### src/rtl/pipe_hazard_ctrl.sv
// ---------------------------------------------------------------------------
// pipe_hazard_ctrl
//
// Central stall / flush / bubble controller for the 5-stage in-order
// pipeline. It drives the IF/ID and ID/EX register controls from:
//   - the ID source-register usage;
//   - the EX destination, load, redirect and multi-cycle-op status;
//   - the MEM-stage LSU busy flag.
//
// Event priority, highest first:
//   lsu_busy > MDU wait > redirect/flush > load-use > none
//
// Parameters
//   FLUSH_CYCLES  cycles if_flush/id_flush stay high after a redirect (1..7)
//   MDU_TIMEOUT   cycles in MDU_WAIT before mdu_timeout is raised (2..255)
//
// Ports
//   clock, reset          clock and synchronous active-high reset
//   id_valid              ID holds a valid instruction
//   id_rs1_use/rs2_use    ID instruction reads rs1/rs2
//   id_rs1/rs2_addr       source register indices
//   ex_valid              EX holds a valid instruction
//   ex_w_ena              EX instruction writes the register file
//   ex_w_addr             EX destination index
//   ex_is_load            EX instruction is a load
//   ex_redirect           taken branch/jump resolved in EX (pulse)
//   mdu_start             multi-cycle mul/div issued this cycle
//   mdu_done              MDU result ready (pulse)
//   lsu_busy              MEM stage waiting on memory
//   if_stall              hold PC and IF/ID
//   id_stall              hold ID/EX
//   ex_stall              hold EX/MEM
//   id_nop                insert a bubble into ID/EX
//   if_flush              squash IF/ID
//   id_flush              squash ID/EX
//   ctrl_state            0=RUN 1=MDU_WAIT 2=MEM_WAIT 3=FLUSH
//   mdu_timeout           sticky MDU timeout flag, cleared only by reset
//
// Optional build macro: PIPE_HAZARD_CTRL_PERF_EN
//   Adds three 32-bit wrapping performance counters:
//     perf_loaduse_cnt   load-use bubbles inserted
//     perf_stall_cnt     cycles with ex_stall high
//     perf_flush_cnt     redirects accepted
// ---------------------------------------------------------------------------
module pipe_hazard_ctrl #(
  parameter int FLUSH_CYCLES = 2,
  parameter int MDU_TIMEOUT  = 64
) (
  input  logic        clock,
  input  logic        reset,
  input  logic        id_valid,
  input  logic        id_rs1_use,
  input  logic        id_rs2_use,
  input  logic [4:0]  id_rs1_addr,
  input  logic [4:0]  id_rs2_addr,
  input  logic        ex_valid,
  input  logic        ex_w_ena,
  input  logic [4:0]  ex_w_addr,
  input  logic        ex_is_load,
  input  logic        ex_redirect,
  input  logic        mdu_start,
  input  logic        mdu_done,
  input  logic        lsu_busy,
  output logic        if_stall,
  output logic        id_stall,
  output logic        ex_stall,
  output logic        id_nop,
  output logic        if_flush,
  output logic        id_flush,
  output logic [1:0]  ctrl_state,
  output logic        mdu_timeout
`ifdef PIPE_HAZARD_CTRL_PERF_EN
  ,
  output logic [31:0] perf_loaduse_cnt,
  output logic [31:0] perf_stall_cnt,
  output logic [31:0] perf_flush_cnt
`endif
);

  typedef enum logic [1:0] {
    ST_RUN      = 2'd0,
    ST_MDU_WAIT = 2'd1,
    ST_MEM_WAIT = 2'd2,
    ST_FLUSH    = 2'd3
  } state_t;

  localparam logic [2:0] FLUSH_RELOAD = 3'(FLUSH_CYCLES - 1);
  localparam logic [7:0] MDU_LIMIT    = 8'(MDU_TIMEOUT);

  state_t     state_q, state_d;
  state_t     saved_q, saved_d;
  logic [2:0] flush_cnt_q, flush_cnt_d;
  logic [7:0] mdu_cnt_q, mdu_cnt_d;
  logic       timeout_q, timeout_d;
  logic       load_use;

  // Counter that holds at its limit instead of wrapping.
  function automatic logic [7:0] sat_inc(input logic [7:0] v, input logic [7:0] lim);
    return (v >= lim) ? v : v + 8'd1;
  endfunction

  // Register zero is never a real dependency, so a load to x0 never stalls.
  assign load_use = id_valid && ex_valid && ex_is_load && ex_w_ena &&
                    (ex_w_addr != 5'd0) &&
                    ((id_rs1_use && (id_rs1_addr == ex_w_addr)) ||
                     (id_rs2_use && (id_rs2_addr == ex_w_addr)));

  // Next-state and output decode
  always_comb begin
    state_d     = state_q;
    saved_d     = saved_q;
    flush_cnt_d = flush_cnt_q;
    mdu_cnt_d   = mdu_cnt_q;
    timeout_d   = timeout_q;
    if_stall    = 1'b0;
    id_stall    = 1'b0;
    ex_stall    = 1'b0;
    id_nop      = 1'b0;
    if_flush    = 1'b0;
    id_flush    = 1'b0;

    case (state_q)
      ST_RUN: begin
        if (lsu_busy) begin
          saved_d  = ST_RUN;
          state_d  = ST_MEM_WAIT;
          if_stall = 1'b1;
          id_stall = 1'b1;
          ex_stall = 1'b1;
        end else if (ex_redirect) begin
          if_flush    = 1'b1;
          id_flush    = 1'b1;
          flush_cnt_d = FLUSH_RELOAD;
          state_d     = (FLUSH_CYCLES > 1) ? ST_FLUSH : ST_RUN;
        end else if (mdu_start) begin
          // Stalls start once the state register shows MDU_WAIT.
          state_d   = ST_MDU_WAIT;
          mdu_cnt_d = 8'd0;
        end else if (load_use) begin
          if_stall = 1'b1;
          id_nop   = 1'b1;
        end
      end

      ST_MDU_WAIT: begin
        if (mdu_done) begin
          state_d = ST_RUN;
        end else begin
          if_stall = 1'b1;
          id_stall = 1'b1;
          ex_stall = 1'b1;
          if (lsu_busy) begin
            // Counter is frozen for the whole memory wait.
            saved_d = ST_MDU_WAIT;
            state_d = ST_MEM_WAIT;
          end else begin
            mdu_cnt_d = sat_inc(mdu_cnt_q, MDU_LIMIT);
            if (mdu_cnt_d == MDU_LIMIT) begin
              timeout_d = 1'b1;
            end
          end
        end
      end

      ST_MEM_WAIT: begin
        // Redirects are ignored here; EX is frozen and will re-pulse.
        if (lsu_busy) begin
          if_stall = 1'b1;
          id_stall = 1'b1;
          ex_stall = 1'b1;
        end else begin
          state_d = saved_q;
        end
      end

      ST_FLUSH: begin
        if (lsu_busy) begin
          // flush_cnt_q is left untouched so the flush resumes on return.
          saved_d  = ST_FLUSH;
          state_d  = ST_MEM_WAIT;
          if_stall = 1'b1;
          id_stall = 1'b1;
          ex_stall = 1'b1;
        end else begin
          if_flush = 1'b1;
          id_flush = 1'b1;
          if (ex_redirect) begin
            flush_cnt_d = FLUSH_RELOAD;
          end else if (flush_cnt_q <= 3'd1) begin
            flush_cnt_d = 3'd0;
            state_d     = ST_RUN;
          end else begin
            flush_cnt_d = flush_cnt_q - 3'd1;
          end
        end
      end

      default: state_d = ST_RUN;
    endcase
  end

  // State register
  always_ff @(posedge clock) begin
    if (reset) begin
      state_q     <= ST_RUN;
      saved_q     <= ST_RUN;
      flush_cnt_q <= 3'd0;
      mdu_cnt_q   <= 8'd0;
      timeout_q   <= 1'b0;
    end else begin
      state_q     <= state_d;
      saved_q     <= saved_d;
      flush_cnt_q <= flush_cnt_d;
      mdu_cnt_q   <= mdu_cnt_d;
      timeout_q   <= timeout_d;
    end
  end

  assign ctrl_state  = state_q;
  assign mdu_timeout = timeout_q;

`ifdef PIPE_HAZARD_CTRL_PERF_EN
  logic redirect_taken;

  // A redirect counts only where it actually starts or restarts a flush.
  assign redirect_taken = ex_redirect && !lsu_busy &&
                          ((state_q == ST_RUN) || (state_q == ST_FLUSH));

  // Performance counters
  always_ff @(posedge clock) begin
    if (reset) begin
      perf_loaduse_cnt <= 32'd0;
      perf_stall_cnt   <= 32'd0;
      perf_flush_cnt   <= 32'd0;
    end else begin
      if (id_nop)         perf_loaduse_cnt <= perf_loaduse_cnt + 32'd1;
      if (ex_stall)       perf_stall_cnt   <= perf_stall_cnt + 32'd1;
      if (redirect_taken) perf_flush_cnt   <= perf_flush_cnt + 32'd1;
    end
  end
`endif

endmodule

### config.mk
export PLATFORM = sky130hd
export DESIGN_NAME = pipe_hazard_ctrl
export DESIGN_NICKNAME = d
export VERILOG_FILES = /design/src/rtl/pipe_hazard_ctrl.sv
export SDC_FILE = /design/constraint.sdc
export NUM_CORES = 1
export LEC_CHECK = 0
export CORE_AREA = 4 4 65 67
export DETAILED_ROUTE_END_ITERATION = 8
export DIE_AREA = 0 0 69 71
export HOLD_SLACK_MARGIN = 0.1
export SLEW_MARGIN = 20
export SYNTH_ARGS = -nofsm -noshare
export SYNTH_HDL_FRONTEND = slang
export SYNTH_SLANG_ARGS = --single-unit
### constraint.sdc
create_clock -name clock -period 1.69 [get_ports clock]
set_input_delay 0.169 -clock clock [delete_from_list [all_inputs] [get_ports clock]]
set_output_delay 0.169 -clock clock [all_outputs]
set_load 0.01 [all_outputs]
==> flow_summary.json <==
{
  "clock_sink_count": 16,
  "worst-r2r-cell-count": 7,
  "overflow": 0,
  "synth.net_count": 190,
  "die_footprint_sq_um": 4900,
  "yosys-top-cells-area": "sky130_fd_sc_hd__dfxtp_1 26%, sky130_fd_sc_hd__xnor2_1 9.2%, sky130_fd_sc_hd__ha_1 7.1%, sky130_fd_sc_hd__nand2_1 4.8%, sky130_fd_sc_hd__nor2_1 4.5%",
  "synthesized_area_divided_by_synthesized_cell_count_sq_um": 7.96,
  "post-route-drc-count": 0,
  "drive_gt1_frac": 0.295,
  "max-vdd-ir-drop_mv": 0.332,
  "final-seq-area_sq_um": 325,
  "cts.htree.levels": 1,
  "core_area_sq_um": 3630,
  "seq_power_share": 0.297,
  "final_max_slew_viol_count": 0,
  "final_cell_mix": "26 x sky130_fd_sc_hd__buf_4, 24 x sky130_fd_sc_hd__clkdlybuf4s50_1, 15 x sky130_fd_sc_hd__nand2_1",
  "seq_area_frac_synth": 0.258,
  "wl_per_cell_um": 13.4,
  "most_used_layer_global_route": "met2",
  "slew_headroom": 0.771,
  "nFillCells": 358,
  "route.final.wire_length_mm": 3.55,
  "final-hold-violation-count": 0,
  "tritoncts_clock_tree": "built",
  "final_nets": 252,
  "timing.hold.ws_ps": 475,
  "setup_repair_after_global_routing_missed_its_margin": "true",
  "criticalPathCategory": "reg -> reg",
  "groute.usage.overall": 0.141,
  "grt_antenna_before_repair": 0,
  "path_clk_slew_ps": 70,
  "hold_depth": 2,
  "utilization": 0.544,
  "clockBufferDepth": 2,
  "io_buffer_count": 35,
  "timing.critical_path.slowest_cell_delay_ps": 420,
  "clock-skew-final_ps": 1.10,
  "layout_worst_path_cycle_share": 0.995,
  "pwr-share-comb": 0.456,
  "dieHeight_um": 71,
  "gp_routability_congestion": 0.864,
  "route.detailed.vias_per_inst": 5.06,
  "hpwl_after_detailed_placement_mm": 2.84,
  "worst_path_fanout_max": 8,
  "grt_start_max_net_pins": 16,
  "multiInputGateArea_sq_um": 956,
  "cts_setup_buffers": 0,
  "route.antenna.remaining_nets": 0,
  "outcome": "finished, final reports clean",
  "syn_area_sq_um": 1240,
  "clk_latency_ps": 250,
  "switchingPower_uw": 446,
  "register_bit_total_from_synthesis": 16,
  "io_pins": 36,
  "timing.final.setup_violations": 0,
  "ys_async_sr_fraction": 0,
  "startpoint_type": "flip-flop",
  "mostFrequentLayoutCell": "sky130_fd_sc_hd__buf_4",
  "path_cells": "inv_4 > ha_4 > buf_4 > mux2_2 > nand2_2 > or4_4 > a21oi_2",
  "required_ps": 1880,
  "via_count_of_the_first_global_routing_pass": 1321,
  "timing_worst_slew_pin_value_ps": 344,
  "gr-usage-met3": 0.0241,
  "root_buffer": "sky130_fd_sc_hd__clkbuf_8",
  "power_frac_clock": 0.247,
  "yosys_warnings": 0,
  "cap_viol_max_count": 0,
  "final_period_minus_worst_setup_slack_ps": 1680,
  "pwr_cell_area_nw_per_um2": 710,
  "p_int_uw": 958,
  "synth_edf_count": 0,
  "timing.critical_path.to_type": "flip-flop",
  "drt_iter0_drc": 60,
  "netlist.area_leader.share": 0.258,
  "maxClockFrequency_mhz": 595,
  "syn2layout_area_growth_pct": 59.3,
  "cts-buffers-inserted": 3,
  "swShare": 0.318,
  "starting_density_of_the_core": 0.342,
  "drt-pass1-iter-count": 4,
  "worstPathArrival_ps": 1870,
  "hold_class": "reg -> reg",
  "syn-instance-count": 156,
  "first_pass_grt_wire_length_mm": 5.84,
  "dominant_register_cell_in_the_synthesized_netlist": "sky130_fd_sc_hd__dfxtp_1",
  "placementRows": 22,
  "static-leakage-power_nw": 0.751,
  "antenna_cells": 0,
  "groute.layer.met2.usage": 0.244,
  "ys_types": 44,
  "globalRouteMet1Util": 0.180,
  "crit_slowest_cell": "sky130_fd_sc_hd__or4_4",
  "routed-via-count": 1342,
  "synth_top_cell_by_area": "sky130_fd_sc_hd__dfxtp_1",
  "dieWidth_um": 69
}
-- state kept, by name, summed over array words and instances (netlist names) --
| name | flops |
|---|---|
| flush_cnt_q | 3 |
| saved_q | 2 |
| mdu_cnt_q | 8 |
| mdu_timeout | 1 |
| ctrl_state | 2 |
-- power groups by stage --
stage	registers [mW]	clock network, mW	logic (mW)
after floorplan	0.426	0	0.311
after global placement	0.422	0	0.587
after detailed placement	0.424	0	0.594
after CTS	0.416	0.359	0.617
after global routing	0.419	0.377	0.695
final	0.417	0.346	0.641
-- path summary, 6_finish.rpt --
| check | startpoint | to | slack (ps) |
|---|---|---|---|
| setup / recovery | ctrl_state[0] | flush_cnt_q[2] | 8 |
| hold / removal | mdu_timeout | mdu_timeout | 480 |
| setup reg to reg | ctrl_state[0] | flush_cnt_q[2] | 8 |
| hold reg to reg | mdu_timeout | mdu_timeout | 480 |
-- repair_timing --
item | 4_1_cts | 5_1_grt
pin swaps | 11 | 4
setup endpoints to repair | 16 | 15
hold buffers | 0 | 0
resized for setup | 30 | 16
-- stage by stage --
stage	TNS [ps]	std cells	worst slack (ps)	power, mW	area (sq um)
2_1_floorplan	0	156	1.95	0.738	1260
3_3_place_gp	-2810	261	-518	1.01	1840
3_5_place_dp	-2890	261	-569	1.02	1840
4_1_cts	-0.609	265	-0.609	1.39	1930
5_1_grt	-297	265	-74.1	1.49	1980
6_report	0	265	8.19	1.40	1980
-- layout make-up --
type | count | area share
clock buffer | 4 | 0.0278
inverter | 6 | 0.0127
multi-input combinational | 127 | 0.484
sequential | 16 | 0.165
tap | 48 | 0.0304
timing repair buffer | 64 | 0.281
-- critical path, delay by kind of cell (launching register included) --
kind / cells / cell delay, ps
compound gates: 1 / 120
fa+ha+maj: 1 / 190
buf+inv: 2 / 200
flops: 1 / 390
mux: 1 / 220
simple gates: 2 / 500
-- cells by family (layout without fill, tap and decap cells) --
family / after synthesis / in the layout / synth area share
AOI/OAI and AO/OA: 44 / 44 / 0.253
xor gates and xnor gates: 13 / 13 / 0.0917
adders and majority gates: 7 / 7 / 0.0706
buffers and inverters: 13 / 74 / 0.0544
DFF: 16 / 16 / 0.258
muxes: 2 / 2 / 0.0171
and+or+nand+nor: 61 / 61 / 0.255
-- cell usage after synthesis, types with 3 or more instances --
| master | count |
|---|---|
| sky130_fd_sc_hd__inv_1 | 6 |
| sky130_fd_sc_hd__a21oi_1 | 11 |
| sky130_fd_sc_hd__nor3_1 | 4 |
| sky130_fd_sc_hd__a211oi_1 | 4 |
| sky130_fd_sc_hd__nand2b_1 | 3 |
| sky130_fd_sc_hd__nor2_1 | 15 |
| sky130_fd_sc_hd__ha_1 | 7 |
| sky130_fd_sc_hd__xnor2_1 | 13 |
| sky130_fd_sc_hd__o21ai_0 | 7 |
| sky130_fd_sc_hd__nand2_1 | 16 |
| sky130_fd_sc_hd__nand4_1 | 7 |
| sky130_fd_sc_hd__a21o_1 | 3 |
| sky130_fd_sc_hd__dfxtp_1 | 16 |
| sky130_fd_sc_hd__buf_2 | 3 |
-- metal layers --
layer / wire length [um] / up-vias
met3: 132 / 4
met2: 1780 / 30
met5: 0 / -
met1: 1610 / 619
met4: 32 / 0
li1: - / 689
(Power assumes the default switching activity.)
